### config.mk
export PLATFORM = sky130hd
export DESIGN_NAME = cmd_frame_router
export DESIGN_NICKNAME = d
export VERILOG_FILES = /design/src/rtl/cmd_frame_router.sv
export SDC_FILE = /design/constraint.sdc
export NUM_CORES = 1
export LEC_CHECK = 0
export ABC_AREA = 1
export CAP_MARGIN = 20
export CELL_PAD_IN_SITES_DETAIL_PLACEMENT = 1
export CELL_PAD_IN_SITES_GLOBAL_PLACEMENT = 1
export CORE_UTILIZATION = 35
export CTS_BUF_LIST = sky130_fd_sc_hd__clkbuf_8
export CTS_CLUSTER_SIZE = 20
export DETAILED_ROUTE_END_ITERATION = 7
export PLACE_DENSITY_LB_ADDON = 0.05
export SLEW_MARGIN = 10
export SYNTH_ARGS = -nofsm -noshare
export SYNTH_HDL_FRONTEND = slang
export SYNTH_SLANG_ARGS = --single-unit
### constraint.sdc
create_clock -name clk -period 2.56 [get_ports clk]
set_clock_uncertainty 0.15 [all_clocks]
set_input_delay 0.512 -clock clk [delete_from_list [all_inputs] [get_ports clk]]
set_output_delay 0.512 -clock clk [all_outputs]
set_load 0.02 [all_outputs]
### src/rtl/cmd_frame_router.sv
// Frames opcode+payload host commands, delivers each payload to one of NUM_CHANNELS sinks and returns one status byte.
// Last byte -> out_m_valid next cycle; sink/rsp readies stall the FSM with valid/data held; stalled frames time out.
module cmd_frame_router #(
  parameter int unsigned NUM_CHANNELS                     = 4,
  parameter logic [7:0]  OPCODE_BASE                      = 8'hA0,
  parameter int unsigned MAX_PAYLOAD_BYTES                = 64,
  parameter int unsigned CH_PAYLOAD_BYTES [NUM_CHANNELS]  = '{default: 2},
  parameter int unsigned TIMEOUT_CYCLES                   = 4096,
  parameter int unsigned RESET_PULSE                      = 8
) (
  input  logic                                   clk,
  input  logic                                   rstn,
  input  logic                                   cmd_s_valid,
  output logic                                   cmd_s_ready,
  input  logic [7:0]                             cmd_s_data,
  output logic                                   rsp_m_valid,
  input  logic                                   rsp_m_ready,
  output logic [7:0]                             rsp_m_data,
  output logic [NUM_CHANNELS-1:0]                out_m_valid,
  input  logic [NUM_CHANNELS-1:0]                out_m_ready,
  output logic [8*MAX_PAYLOAD_BYTES-1:0]         out_m_data,
  output logic [$clog2(MAX_PAYLOAD_BYTES+1)-1:0] out_m_len,
  output logic                                   cmd_reset,
  output logic [15:0]                            err_count
);

  localparam int unsigned LEN_W   = $clog2(MAX_PAYLOAD_BYTES + 1);
  localparam int unsigned CH_W    = (NUM_CHANNELS > 1) ? $clog2(NUM_CHANNELS) : 1;
  localparam int unsigned TMO_W   = $clog2(TIMEOUT_CYCLES);
  localparam int unsigned PULSE_W = $clog2(RESET_PULSE + 1);
  localparam int unsigned BASE_I  = 32'(OPCODE_BASE);
  localparam int unsigned LAST_I  = BASE_I + NUM_CHANNELS - 1;

  localparam logic [7:0] RST_OP = 8'h55;
  localparam logic [7:0] ACK    = 8'h06;
  localparam logic [7:0] NAK    = 8'h15;
  localparam logic [7:0] TMO    = 8'h18;

  localparam logic [TMO_W-1:0]   TMO_LAST  = TMO_W'(TIMEOUT_CYCLES - 1);
  localparam logic [PULSE_W-1:0] PULSE_LEN = PULSE_W'(RESET_PULSE);

  if (NUM_CHANNELS < 1 || LAST_I > 255 || (BASE_I <= 32'h55 && LAST_I >= 32'h55)) begin : g_bad_opcode_range
    $error("cmd_frame_router: opcode range invalid or overlaps the reset opcode");
  end
  if (TIMEOUT_CYCLES < 2 || RESET_PULSE < 1) begin : g_bad_timing
    $error("cmd_frame_router: TIMEOUT_CYCLES must be >= 2 and RESET_PULSE >= 1");
  end
  for (genvar c = 0; c < NUM_CHANNELS; c++) begin : g_len_chk
    if (CH_PAYLOAD_BYTES[c] < 1 || CH_PAYLOAD_BYTES[c] > MAX_PAYLOAD_BYTES) begin : g_bad_len
      $error("cmd_frame_router: channel payload length out of range");
    end
  end

  typedef enum logic [2:0] {
    S_IDLE,
    S_PAYLOAD,
    S_DELIVER,
    S_RESET_CONFIRM,
    S_RESP
  } state_e;

  state_e                       state_q;
  logic [CH_W-1:0]              ch_q;
  logic [LEN_W-1:0]             bytes_left_q;
  logic [LEN_W-1:0]             len_q;
  logic [8*MAX_PAYLOAD_BYTES-1:0] data_q;
  logic [NUM_CHANNELS-1:0]      out_vld_q;
  logic                         rsp_vld_q;
  logic [7:0]                   rsp_dat_q;
  logic [TMO_W-1:0]             tmo_q;
  logic [PULSE_W-1:0]           pulse_q;
  logic [15:0]                  err_q;

  logic             cmd_acc;
  logic [8:0]       op_off;
  logic             op_hit;
  logic [CH_W-1:0]  op_ch;
  logic [LEN_W-1:0] op_len;
  logic [LEN_W-1:0] ch_len;
  logic [LEN_W-1:0] wr_idx;
  logic             tmo_hit;
  logic [15:0]      err_d;

  // Ready depends on registered state only, so no input reaches it combinationally.
  assign cmd_s_ready = (state_q == S_IDLE) || (state_q == S_PAYLOAD) || (state_q == S_RESET_CONFIRM);
  assign cmd_acc     = cmd_s_valid && cmd_s_ready;

  assign op_off  = {1'b0, cmd_s_data} - {1'b0, OPCODE_BASE};
  assign op_hit  = (cmd_s_data >= OPCODE_BASE) && (op_off < 9'(NUM_CHANNELS));
  assign op_ch   = CH_W'(op_off);
  assign op_len  = LEN_W'(CH_PAYLOAD_BYTES[op_ch]);
  assign ch_len  = LEN_W'(CH_PAYLOAD_BYTES[ch_q]);
  assign wr_idx  = ch_len - bytes_left_q;
  // An accepted byte in the limit cycle wins over the timeout.
  assign tmo_hit = !cmd_acc && (tmo_q == TMO_LAST);
  assign err_d   = (err_q == 16'hFFFF) ? err_q : err_q + 16'd1;

  always_ff @(posedge clk or negedge rstn) begin
    if (!rstn) begin
      state_q      <= S_IDLE;
      ch_q         <= '0;
      bytes_left_q <= '0;
      len_q        <= '0;
      data_q       <= '0;
      out_vld_q    <= '0;
      rsp_vld_q    <= 1'b0;
      rsp_dat_q    <= 8'h00;
      tmo_q        <= '0;
      pulse_q      <= '0;
      err_q        <= 16'h0000;
    end else begin
      if (pulse_q != '0) pulse_q <= pulse_q - 1'b1;
      case (state_q)
        S_IDLE: begin
          if (cmd_acc) begin
            tmo_q <= '0;
            if (cmd_s_data == RST_OP) begin
              state_q <= S_RESET_CONFIRM;
            end else if (op_hit) begin
              ch_q         <= op_ch;
              bytes_left_q <= op_len;
              len_q        <= op_len;
              data_q       <= '0;
              state_q      <= S_PAYLOAD;
            end else begin
              rsp_dat_q <= NAK;
              rsp_vld_q <= 1'b1;
              err_q     <= err_d;
              state_q   <= S_RESP;
            end
          end
        end
        S_PAYLOAD: begin
          if (cmd_acc) begin
            data_q[{wr_idx, 3'b000} +: 8] <= cmd_s_data;
            bytes_left_q <= bytes_left_q - 1'b1;
            tmo_q        <= '0;
            if (bytes_left_q == LEN_W'(1)) begin
              out_vld_q <= NUM_CHANNELS'(1) << ch_q;
              state_q   <= S_DELIVER;
            end
          end else if (tmo_hit) begin
            data_q    <= '0;
            len_q     <= '0;
            tmo_q     <= '0;
            rsp_dat_q <= TMO;
            rsp_vld_q <= 1'b1;
            err_q     <= err_d;
            state_q   <= S_RESP;
          end else begin
            tmo_q <= tmo_q + 1'b1;
          end
        end
        S_DELIVER: begin
          if (out_m_ready[ch_q]) begin
            out_vld_q <= '0;
            rsp_dat_q <= ACK;
            rsp_vld_q <= 1'b1;
            state_q   <= S_RESP;
          end
        end
        S_RESET_CONFIRM: begin
          if (cmd_acc) begin
            tmo_q     <= '0;
            rsp_vld_q <= 1'b1;
            state_q   <= S_RESP;
            if (cmd_s_data == RST_OP) begin
              pulse_q   <= PULSE_LEN;
              rsp_dat_q <= ACK;
            end else begin
              rsp_dat_q <= NAK;
              err_q     <= err_d;
            end
          end else if (tmo_hit) begin
            tmo_q     <= '0;
            rsp_dat_q <= TMO;
            rsp_vld_q <= 1'b1;
            err_q     <= err_d;
            state_q   <= S_RESP;
          end else begin
            tmo_q <= tmo_q + 1'b1;
          end
        end
        S_RESP: begin
          if (rsp_m_ready) begin
            rsp_vld_q <= 1'b0;
            state_q   <= S_IDLE;
          end
        end
        default: state_q <= S_IDLE;
      endcase
    end
  end

  assign rsp_m_valid = rsp_vld_q;
  assign rsp_m_data  = rsp_dat_q;
  assign out_m_valid = out_vld_q;
  assign out_m_data  = data_q;
  assign out_m_len   = len_q;
  assign cmd_reset   = (pulse_q != '0);
  assign err_count   = err_q;

endmodule

==> results.yml <==
outcome:
  status: "finished with violations"
  violations: "negative setup slack"
die:
  die_h_um: 271
  fp.coreArea_um2: 71500
  dieArea_um2: 73400
  rows: 98
  pin_count: 566
  dieWidth_um: 271
  start_util: 0.354
clock_tree:
  clockBufferDepth: 3
  cts_max_level: 3
  clk-insertion-delay-late_ns: 0.72
  cts_tree: "built"
  numCtsBuffers: 102
  clock_sinks: 570
  clk_root_buffer_cell: "clkbuf_8"
  cts.clk_slew.worst_paths_ns: 0.06
drt:
  ant_nets: 0
  post-route-drc-count: 0
  vias_per_cell: 5.12
  drt-pass1-iter-count: 5
  wire_per_inst_um: 22.4
  vias: 25360
  finalWirelength_mm: 111
  drt_iter0_markers: 1434
yosys:
  yosysMostFrequentCell: "nand2_1"
  synth-edff-count: 0
  yosys.area.top_type: "dfrtp_1"
  yosysUniqueCellTypes: 49
  synth-seq-area-share: 0.563
  synth_area_per_cell_um2: 8.45
  synth_common_cells: "1243 x nand2_1, 570 x dfrtp_1, 224 x nand3_1"
  synth_area_leaders: "dfrtp_1 56%, nand2_1 18%, nand3_1 4.4%"
  synth_top_area_share: 0.563
  syn_inst: 2999
  ys.flop_type: "dfrtp_1"
  synth_seq_cells: 570
  synth-warning-count: 0
  synthesis.area_um2: 25300
  async_reset_ff_frac: 1.00
setup_path:
  cp-end-kind: "flip-flop"
  r2r_start: "bytes_left_q[0]$_DFFE_PN0P_"
  path_max_fanout: 8
  worst-r2r-cell-count: 16
  startpoint_type: "flip-flop"
  required_ns: 3.00
  criticalPathCategory: "reg2reg"
  r2r_end: "out_m_data[157]$_DFFE_PN0P_"
  r2r_setup_slack_ns: -0.1
  cp.arrival_ns: 3.10
global_routing:
  grt.total_usage: 0.296
  antenna_found_initial: 4
  grt_pass1_wl_mm: 167
  grt_max_degree: 80
  grt_pass1_vias: 27460
  grt_overflow_total: 0
sta:
  fin_hold_ws_ns: 0.194
  fin_ws_ns: -0.0970
  final_max_slew_viol_count: 0
  fin_crit_ns: 2.66
  tightest_slew_ns: 0.585
  timing.fmax_ghz: 0.376
  setup_violations: 332
  finalHoldViolations: 0
  rsz0062_at_grt: "true"
  period_share: 1.04
  worst_slew_margin_rel: 0.610
cells_and_area:
  drive_gt1_frac: 0.226
  stdcell_area_um2: 38800
  area_delta_synth_final_pct: 53.2
  fillers: 8230
  fin_nets: 3945
  finish.utilization: 0.543
power:
  power.leakage_uw: 0.0177
  ir_drop_v: 0.000488
  power.density_nw_per_um2: 692
worst_hold_path:
  hold_class: "in2async"
placement:
  postPlaceCellArea_um2: 34700
  hpwl_mm: 83.8
  port-buffer-count: 559
  gp_congestion: 0.886
run:
  cap_viol_max_count: 0
## worst max-delay path by stage
stage | start | endpoint | cells past startpoint
final | bytes_left_q[0]$_DFFE_PN0P_ | out_m_data[157]$_DFFE_PN0P_ | 16
after global routing | bytes_left_q[0]$_DFFE_PN0P_ | out_m_data[331]$_DFFE_PN0P_ | 17
after CTS | bytes_left_q[0]$_DFFE_PN0P_ | out_m_data[63]$_DFFE_PN0P_ | 17
after detailed placement | cmd_s_data[6] | out_m_data[271]$_DFFE_PN0P_ | 13
after global placement | cmd_s_data[6] | out_m_data[267]$_DFFE_PN0P_ | 13
after floorplan | cmd_s_data[6] | out_m_data[112]$_DFFE_PN0P_ | 13
## cells by family after synthesis
kind of cell,after synthesis,synth area share
and+or+nand+nor,1864,0.321
buffers and inverters,223,0.0376
adders and majority gates,8,0.00395
other,1,0.000148
AOI/OAI and AO/OA,314,0.0670
DFF,570,0.563
xor gates and xnor gates,19,0.00657
## metal layers
metal / vias up / wire, µm / track usage
met5: - / 25 / 0
met4: 4 / 4170 / 0.115
met3: 222 / 5720 / 0.0596
met2: 713 / 56700 / 0.522
met1: 12832 / 44100 / 0.353
li1: 11589 / - / -
## registers in the layout (all words and copies together), names as in the netlist
signal        flops
bytes_left_q      7
ch_q              2
err_count        16
out_m_data      512
out_m_len         1
out_m_valid       4
pulse_q           4
rsp_m_data        8
rsp_m_valid       1
state_q           3
tmo_q            12
## worst max-delay path: stages (launching register included)
cell and delay, ns:
dfrtp_2 0.45, inv_4 0.06, ha_4 0.28, inv_4 0.04, nor2_4 0.10, inv_2 0.08
nor2_4 0.15, nand3_4 0.11, nand2_4 0.08, nand2_4 0.06, nor2_8 0.22, buf_8 0.19
nand4_1 0.21, nand2_2 0.14, nand2_4 0.11, nand2_2 0.08, nand2_1 0.05
## area by class of cell
cell class | instances | area, µm² | area share
sequential | 570 | 14300 | 0.368
timing repair buffer | 910 | 9110 | 0.235
multi-input combinational | 2212 | 11600 | 0.298
clock buffer | 128 | 1760 | 0.0454
tap | 950 | 1190 | 0.0306
antenna | 2 | 5.00 | 0.000129
inverter | 125 | 507 | 0.0131
clock inverter | 54 | 395 | 0.0102
## cell usage in the layout, fill, tap and decap left out, drive strengths merged, types with 2 or more instances in the layout
cell type / n
a21oi: 7
a22o: 8
and2: 3
buf: 349
bufinv: 5
clkbuf: 130
clkdlybuf4s50: 556
clkinv: 20
clkinvlp: 5
conb: 6
dfrtp: 570
diode: 2
ha: 8
inv: 149
nand2: 1278
nand3: 247
nand3b: 26
nand4: 43
nor2: 214
nor3: 33
nor4: 19
o211ai: 2
o21ai: 272
o22ai: 11
o31ai: 4
o41ai: 4
or2: 2
xnor2: 5
xor2: 14
## repair_timing
item	in CTS	in global routing
endpoints found under the hold margin	40	0
cloned	4	2
setup buffers	27	14
hold buffers	1	0
pin swaps	26	65
setup endpoints to repair	514	534
gates resized for setup	212	216
## report_power, final
part | switching [µW] | leakage [µW] | internal [µW] | total [µW]
clock | 4060 | 0.00120 | 5010 | 9070
sequential | 187 | 0.00789 | 9170 | 9350
combinational | 5260 | 0.00862 | 3160 | 8420
total | 9510 | 0.0177 | 17300 | 26800
## metrics by stage
stage / setup TNS, ns / power, µW / worst slack, ns / cells
after CTS: -6.08 / 26700 / -0.118 / 4936
after global placement: -259.35 / 16600 / -0.568 / 4722
after floorplan: -1.17 / 12900 / -0.0288 / 3004
final: -11.58 / 26800 / -0.0970 / 4951
after global routing: -60.56 / 27900 / -0.203 / 4951
after detailed placement: -301.30 / 16700 / -0.686 / 4722
(Power assumes the default switching activity.)
